[config.mk]
export PLATFORM = sky130hd
export DESIGN_NAME = id_ex_stage
export DESIGN_NICKNAME = d
export VERILOG_FILES = /design/src/rtl/id_ex_stage_pkg.sv /design/src/rtl/id_ex_stage_fwd_mux3.sv /design/src/rtl/id_ex_stage.sv
export SDC_FILE = /design/constraint.sdc
export NUM_CORES = 1
export LEC_CHECK = 0
export ABC_AREA = 1
export BUFFER_PORTS_ARGS = -buffer_cell sky130_fd_sc_hd__clkbuf_2
export CAP_MARGIN = 30
export CORE_MARGIN = 2
export CORE_UTILIZATION = 48
export DETAILED_ROUTE_END_ITERATION = 7
export GPL_TIMING_DRIVEN = 0
export MAX_ROUTING_LAYER = met4
export PLACE_DENSITY = 0.83
export SLEW_MARGIN = 20
export SYNTH_ARGS = -nofsm -noshare
export SYNTH_HDL_FRONTEND = slang
export SYNTH_HIERARCHICAL = 1
export SYNTH_SLANG_ARGS = --single-unit
export TNS_END_PERCENT = 20
[constraint.sdc]
create_clock -name CLK -period 1.33 [get_ports CLK]
set_clock_uncertainty 0.15 [all_clocks]
set_input_delay 0 -clock CLK [delete_from_list [all_inputs] [get_ports CLK]]
set_output_delay 0 -clock CLK [all_outputs]
set_load 0.005 [all_outputs]
[src/rtl/id_ex_stage_pkg.sv]
// Shared constants and types for the ID/EX stage: forwarding selects,
// ALU op codes and the control bundle loaded on a bubble.
package id_ex_stage_pkg;

  // Forwarding select encodings driven by the hazard unit
  localparam logic [1:0] FWD_REG = 2'b00;
  localparam logic [1:0] FWD_WB  = 2'b01;
  localparam logic [1:0] FWD_MEM = 2'b10;

  // ALU op codes
  localparam logic [2:0] ALU_AND = 3'b000;
  localparam logic [2:0] ALU_OR  = 3'b001;
  localparam logic [2:0] ALU_ADD = 3'b010;
  localparam logic [2:0] ALU_SUB = 3'b100;
  localparam logic [2:0] ALU_MUL = 3'b101;
  localparam logic [2:0] ALU_SLT = 3'b110;

  // Decoded controls carried through the E register
  typedef struct packed {
    logic [2:0] alu_ctrl;
    logic       alu_src;
    logic       reg_dst;
    logic       reg_write;
    logic       mem_to_reg;
    logic       mem_write;
  } ctrl_t;

  // A bubble is a harmless add with no side effects downstream
  localparam ctrl_t BUBBLE_CTRL = '{ALU_ADD, 1'b0, 1'b0, 1'b0, 1'b0, 1'b0};

endpackage

[src/rtl/id_ex_stage_fwd_mux3.sv]
// Parameterised 3:1 forwarding mux; the reserved select 2'b11 falls back
// to the register value.
module fwd_mux3
  import id_ex_stage_pkg::*;
#(
  parameter int W = 32
) (
  input  logic [1:0]   sel,
  input  logic [W-1:0] reg_val,
  input  logic [W-1:0] wb_val,
  input  logic [W-1:0] mem_val,
  output logic [W-1:0] y
);

  // Select operand source from the hazard unit's choice
  always_comb begin
    y = reg_val;
    case (sel)
      FWD_WB:  y = wb_val;
      FWD_MEM: y = mem_val;
      default: y = reg_val;
    endcase
  end

endmodule

[src/rtl/id_ex_stage.sv]
// ID/EX pipeline register plus execute-side operand selection.
// Optional: define ID_EX_BUBBLE_CNT_EN to add a saturating BubbleCountE
// counter of flush (bubble) cycles.
module id_ex_stage
  import id_ex_stage_pkg::*;
#(
  parameter int data_size  = 32,
  parameter int reg_addr_w = 5
) (
  input  logic                  CLK,
  input  logic                  RST,
  input  logic                  StallE,
  input  logic                  FlushE,
  input  logic [data_size-1:0]  RD1D,
  input  logic [data_size-1:0]  RD2D,
  input  logic [data_size-1:0]  SignImmD,
  input  logic [reg_addr_w-1:0] RsD,
  input  logic [reg_addr_w-1:0] RtD,
  input  logic [reg_addr_w-1:0] RdD,
  input  logic [2:0]            ALUControlD,
  input  logic                  ALUSrcD,
  input  logic                  RegDstD,
  input  logic                  RegWriteD,
  input  logic                  MemtoRegD,
  input  logic                  MemWriteD,
  input  logic [1:0]            ForwardAE,
  input  logic [1:0]            ForwardBE,
  input  logic [data_size-1:0]  ALUOutM,
  input  logic [data_size-1:0]  ResultW,
  output logic [data_size-1:0]  SrcAE,
  output logic [data_size-1:0]  SrcBE,
  output logic [2:0]            ALUControlE,
  output logic [data_size-1:0]  WriteDataE,
  output logic [reg_addr_w-1:0] WriteRegE,
  output logic [reg_addr_w-1:0] RsE,
  output logic [reg_addr_w-1:0] RtE,
  output logic                  RegWriteE,
  output logic                  MemtoRegE,
`ifdef ID_EX_BUBBLE_CNT_EN
  output logic                  MemWriteE,
  output logic [31:0]           BubbleCountE
`else
  output logic                  MemWriteE
`endif
);

  logic [data_size-1:0]  rd1_d, rd1_q, rd2_d, rd2_q, imm_d, imm_q;
  logic [reg_addr_w-1:0] rs_d, rs_q, rt_d, rt_q, rd_d, rd_q;
  ctrl_t                 ctrl_d, ctrl_q;
  logic [data_size-1:0]  fwd_a, fwd_b;

  // Next-state: flush beats stall, stall holds, otherwise load from D
  always_comb begin
    rd1_d  = rd1_q;
    rd2_d  = rd2_q;
    imm_d  = imm_q;
    rs_d   = rs_q;
    rt_d   = rt_q;
    rd_d   = rd_q;
    ctrl_d = ctrl_q;
    if (FlushE) begin
      rd1_d  = '0;
      rd2_d  = '0;
      imm_d  = '0;
      rs_d   = '0;
      rt_d   = '0;
      rd_d   = '0;
      ctrl_d = BUBBLE_CTRL;
    end else if (!StallE) begin
      rd1_d  = RD1D;
      rd2_d  = RD2D;
      imm_d  = SignImmD;
      rs_d   = RsD;
      rt_d   = RtD;
      rd_d   = RdD;
      ctrl_d = '{ALUControlD, ALUSrcD, RegDstD, RegWriteD, MemtoRegD, MemWriteD};
    end
  end

  // E registers; reset loads the same bubble as a flush
  always_ff @(posedge CLK) begin
    if (RST) begin
      rd1_q  <= '0;
      rd2_q  <= '0;
      imm_q  <= '0;
      rs_q   <= '0;
      rt_q   <= '0;
      rd_q   <= '0;
      ctrl_q <= BUBBLE_CTRL;
    end else begin
      rd1_q  <= rd1_d;
      rd2_q  <= rd2_d;
      imm_q  <= imm_d;
      rs_q   <= rs_d;
      rt_q   <= rt_d;
      rd_q   <= rd_d;
      ctrl_q <= ctrl_d;
    end
  end

  fwd_mux3 #(.W(data_size)) u_fwd_a (
    .sel(ForwardAE), .reg_val(rd1_q), .wb_val(ResultW), .mem_val(ALUOutM), .y(fwd_a)
  );

  fwd_mux3 #(.W(data_size)) u_fwd_b (
    .sel(ForwardBE), .reg_val(rd2_q), .wb_val(ResultW), .mem_val(ALUOutM), .y(fwd_b)
  );

  // Operand, destination and control outputs
  always_comb begin
    SrcAE       = fwd_a;
    WriteDataE  = fwd_b;
    SrcBE       = ctrl_q.alu_src ? imm_q : fwd_b;
    WriteRegE   = ctrl_q.reg_dst ? rd_q : rt_q;
    ALUControlE = ctrl_q.alu_ctrl;
    RsE         = rs_q;
    RtE         = rt_q;
    RegWriteE   = ctrl_q.reg_write;
    MemtoRegE   = ctrl_q.mem_to_reg;
    MemWriteE   = ctrl_q.mem_write;
  end

`ifdef ID_EX_BUBBLE_CNT_EN
  logic [31:0] cnt_d, cnt_q;

  // Saturating count of bubble-insertion edges; stalls are ignored
  always_comb begin
    cnt_d = cnt_q;
    if (FlushE && (cnt_q != 32'hFFFF_FFFF)) cnt_d = cnt_q + 32'd1;
  end

  // Counter register
  always_ff @(posedge CLK) begin
    if (RST) cnt_q <= '0;
    else     cnt_q <= cnt_d;
  end

  assign BubbleCountE = cnt_q;
`endif

endmodule

==> metrics.csv <==
metric,value,unit
status,"finished, violations left",
failing checks,negative setup slack,
"critical path, cell by cell",inv_4 -> buf_12 -> buf_12 -> nand2_1 -> o21ai_2 -> clkbuf_2,
met2 usage,65.9,%
Leak,6.50,nW
gpl congestion,0.918,
Least-Margin Pin Slew,321,ps
DIE HEIGHT,125,microns
Avg Synthesized Cell Area,5.57,sq um
global-route wire length before repair,47.6,mm
CP top delay family,buffers and inverters,
share of layout cells above drive strength 1,27.0,%
core outline area,14400,sq um
Worst setup SP type,flip-flop,
"commonest non-fill, non-tap cell in the layout",nand2_1,
CTS tree,yes,
Die X,125,microns
number of I/O port buffers,306,
DRT Pass-1 Iters,6,
RSZ-0062 raised after global routing,yes,
clk root buf,clkbuf_16,
Max Cap Viol,0,
crit path kind,flip-flop to output port,
nets@finish,1936,
Vias/cell,5.10,
max-slew violations,0,
R2R setup slack,-60,ps
period utilization,117,%
initial antenna violation count,0,
DP Wirelength,18.8,mm
Netlist cell types,12,
PD cells,994,nW/um^2
fmax,0.644,GHz
crit path DAT,1400,ps
crit path buf inv count,4,
worst rel slew slack,78.6,%
WL per Instance,16.2,microns
Initial Utilization,48.6,%
total gr overflow,0,
CTS max path bufs,2,
All-Layer GR Usage,39.3,%
1st-iter DRT viols,1065,
required time worst endpoint,1180,ps
Peak VDD IR,801,uV
Diodes inserted,0,
fin crit period,1550,ps
GRT busiest layer,met2,
endpoint class of the critical path,output port,
syn_nets,1453,
CTS Sinks,119,
"Hold Vio Cnt, Final",0,
Fillers,974,
largest net degree at the start of global routing,17,
met1 GRT Util,42.3,%
most frequent cells in the layout,"648 x nand2_1, 290 x clkbuf_2, 236 x nor2_1",
vias in the first global route,9639,
slowest cell on the critical path,dfxtp_2,
sequential share of the synthesized area,34.0,%
final setup vio count,36,
WL final,31.5,mm
Clock Latency Late Sink,420,ps
CTS Buf Count,17,
"Cell Area, Synth",7010,sq um
Area growth syn-to-layout,61.2,%
CP max stage delay,320,ps
fin area,11300,sq um
drc violations,0,
cells after synthesis,1258,
Core Rows,44,
vias,9891,
Clock Pin Slew Worst Setup and Hold Paths,60,ps
Yosys reg bits,119,
hold crit path type,primary input to flip-flop,
num ports,308,
die area,15600,sq um
"Cell Area, Placed",8770,sq um
post-route ant nets,0,
Worst Path Max Fanout,10,
grt met3 use,7.65,%
YS warnings,6,
CTS H-tree lvls,4,
final setup margin,-223,ps
CP most frequent cell,buf_12,
fin util,78.4,%
==> final cells by class <==
cell class                      count  area (sq um)  share of cell area [%]
Buffer                             75           681                    6.02
Inverter                          125           479                    4.24
Sequential cell                   119          2400                    21.2
Clock inverter                     13           155                    1.37
Tap cell                          184           230                    2.04
Multi-Input combinational cell    938          3740                    33.1
Clock buffer                       19           433                    3.83
Timing Repair Buffer              465          3180                    28.1
==> path summary, 6_finish.rpt <==
check                           cells after the start      start        end
worst min-delay path                                5     StallE  rd2_q[26]
worst max-delay path                                6  ctrl_q[4]  SrcBE[10]
worst max register to register                      5    rd_q[1]    rd_q[1]
worst min register to register                      4  rd2_q[26]  rd2_q[26]
==> Yosys cell counts <==
| library cell | count | area [sq um] |
|---|---|---|
| buf_4 | 27 | 203 |
| inv_1 | 122 | 458 |
| o21ai_0 | 37 | 185 |
| nor2_1 | 237 | 890 |
| ha_1 | 4 | 50.1 |
| inv_2 | 3 | 11.3 |
| clkbuf_1 | 3 | 11.3 |
| nand3_1 | 1 | 5.00 |
| nand2_1 | 659 | 2470 |
| buf_2 | 28 | 140 |
| dfxtp_1 | 119 | 2380 |
| buf_6 | 18 | 203 |
==> worst min-delay path: stages <==
cell and delay, ps:
buf_2 190, buf_4 210, nand2_1 70, nand2_1 40, nor2_1 70
==> routing by layer <==
| layer | share of wire [%] | wire [microns] | vias up |
|---|---|---|---|
| met1 | 36 | 11300 | 4311 |
| met3 | 9.6 | 3010 | 228 |
| met4 | 7.6 | 2390 | 0 |
| met5 | 0 | 0 | - |
| li1 | - | - | 4616 |
| met2 | 47 | 14700 | 736 |
==> flip-flops by register name, summed over array words and instances, names as in the netlist <==
signal and count:
ctrl_q 2, RtE 5, rd_q 5, MemWriteE 1
RsE 5, rd1_q 32, ALUControlE 3, imm_q 32
rd2_q 32, RegWriteE 1, MemtoRegE 1
==> power by group <==
group | internal [mW] | switching (mW)
registers | 3.72 | 0.0778
clock network | 2.93 | 1.77
logic | 1.25 | 1.48
total | 7.91 | 3.33
==> repair_timing <==
| item | in CTS | in global routing |
|---|---|---|
| pin swaps | 8 | 5 |
| endpoints found under the setup margin | 50 | 115 |
| gates resized for setup | 82 | 83 |
| hold endpoints to repair | 119 | 0 |
| hold buffers | 154 | 0 |
| setup buffers | 1 | 2 |
| cloned | 2 | 1 |
==> cell families after synthesis <==
family	count (synthesis)	share of synthesized area [%]
AOI/OAI and AO/OA	37	2.64
adders and majority gates	4	0.714
buffers and inverters	201	14.6
DFF	119	34.0
and+or+nand+nor	897	48.0
==> per-stage QoR <==
step                      TNS, ps  worst slack (ps)  cells  power (mW)  hold slack, ps
after global routing        -8170              -273   1938        11.6            59.3
after global placement      -4120              -174   1748        5.89            53.3
after CTS                   -8830              -208   1936        11.0            28.1
after detailed placement    -4710              -200   1748        5.92            55.7
final                       -6090              -223   1938        11.2            47.4
after floorplan                 0               269   1258        4.99           -36.8
(Power assumes the default switching activity.)
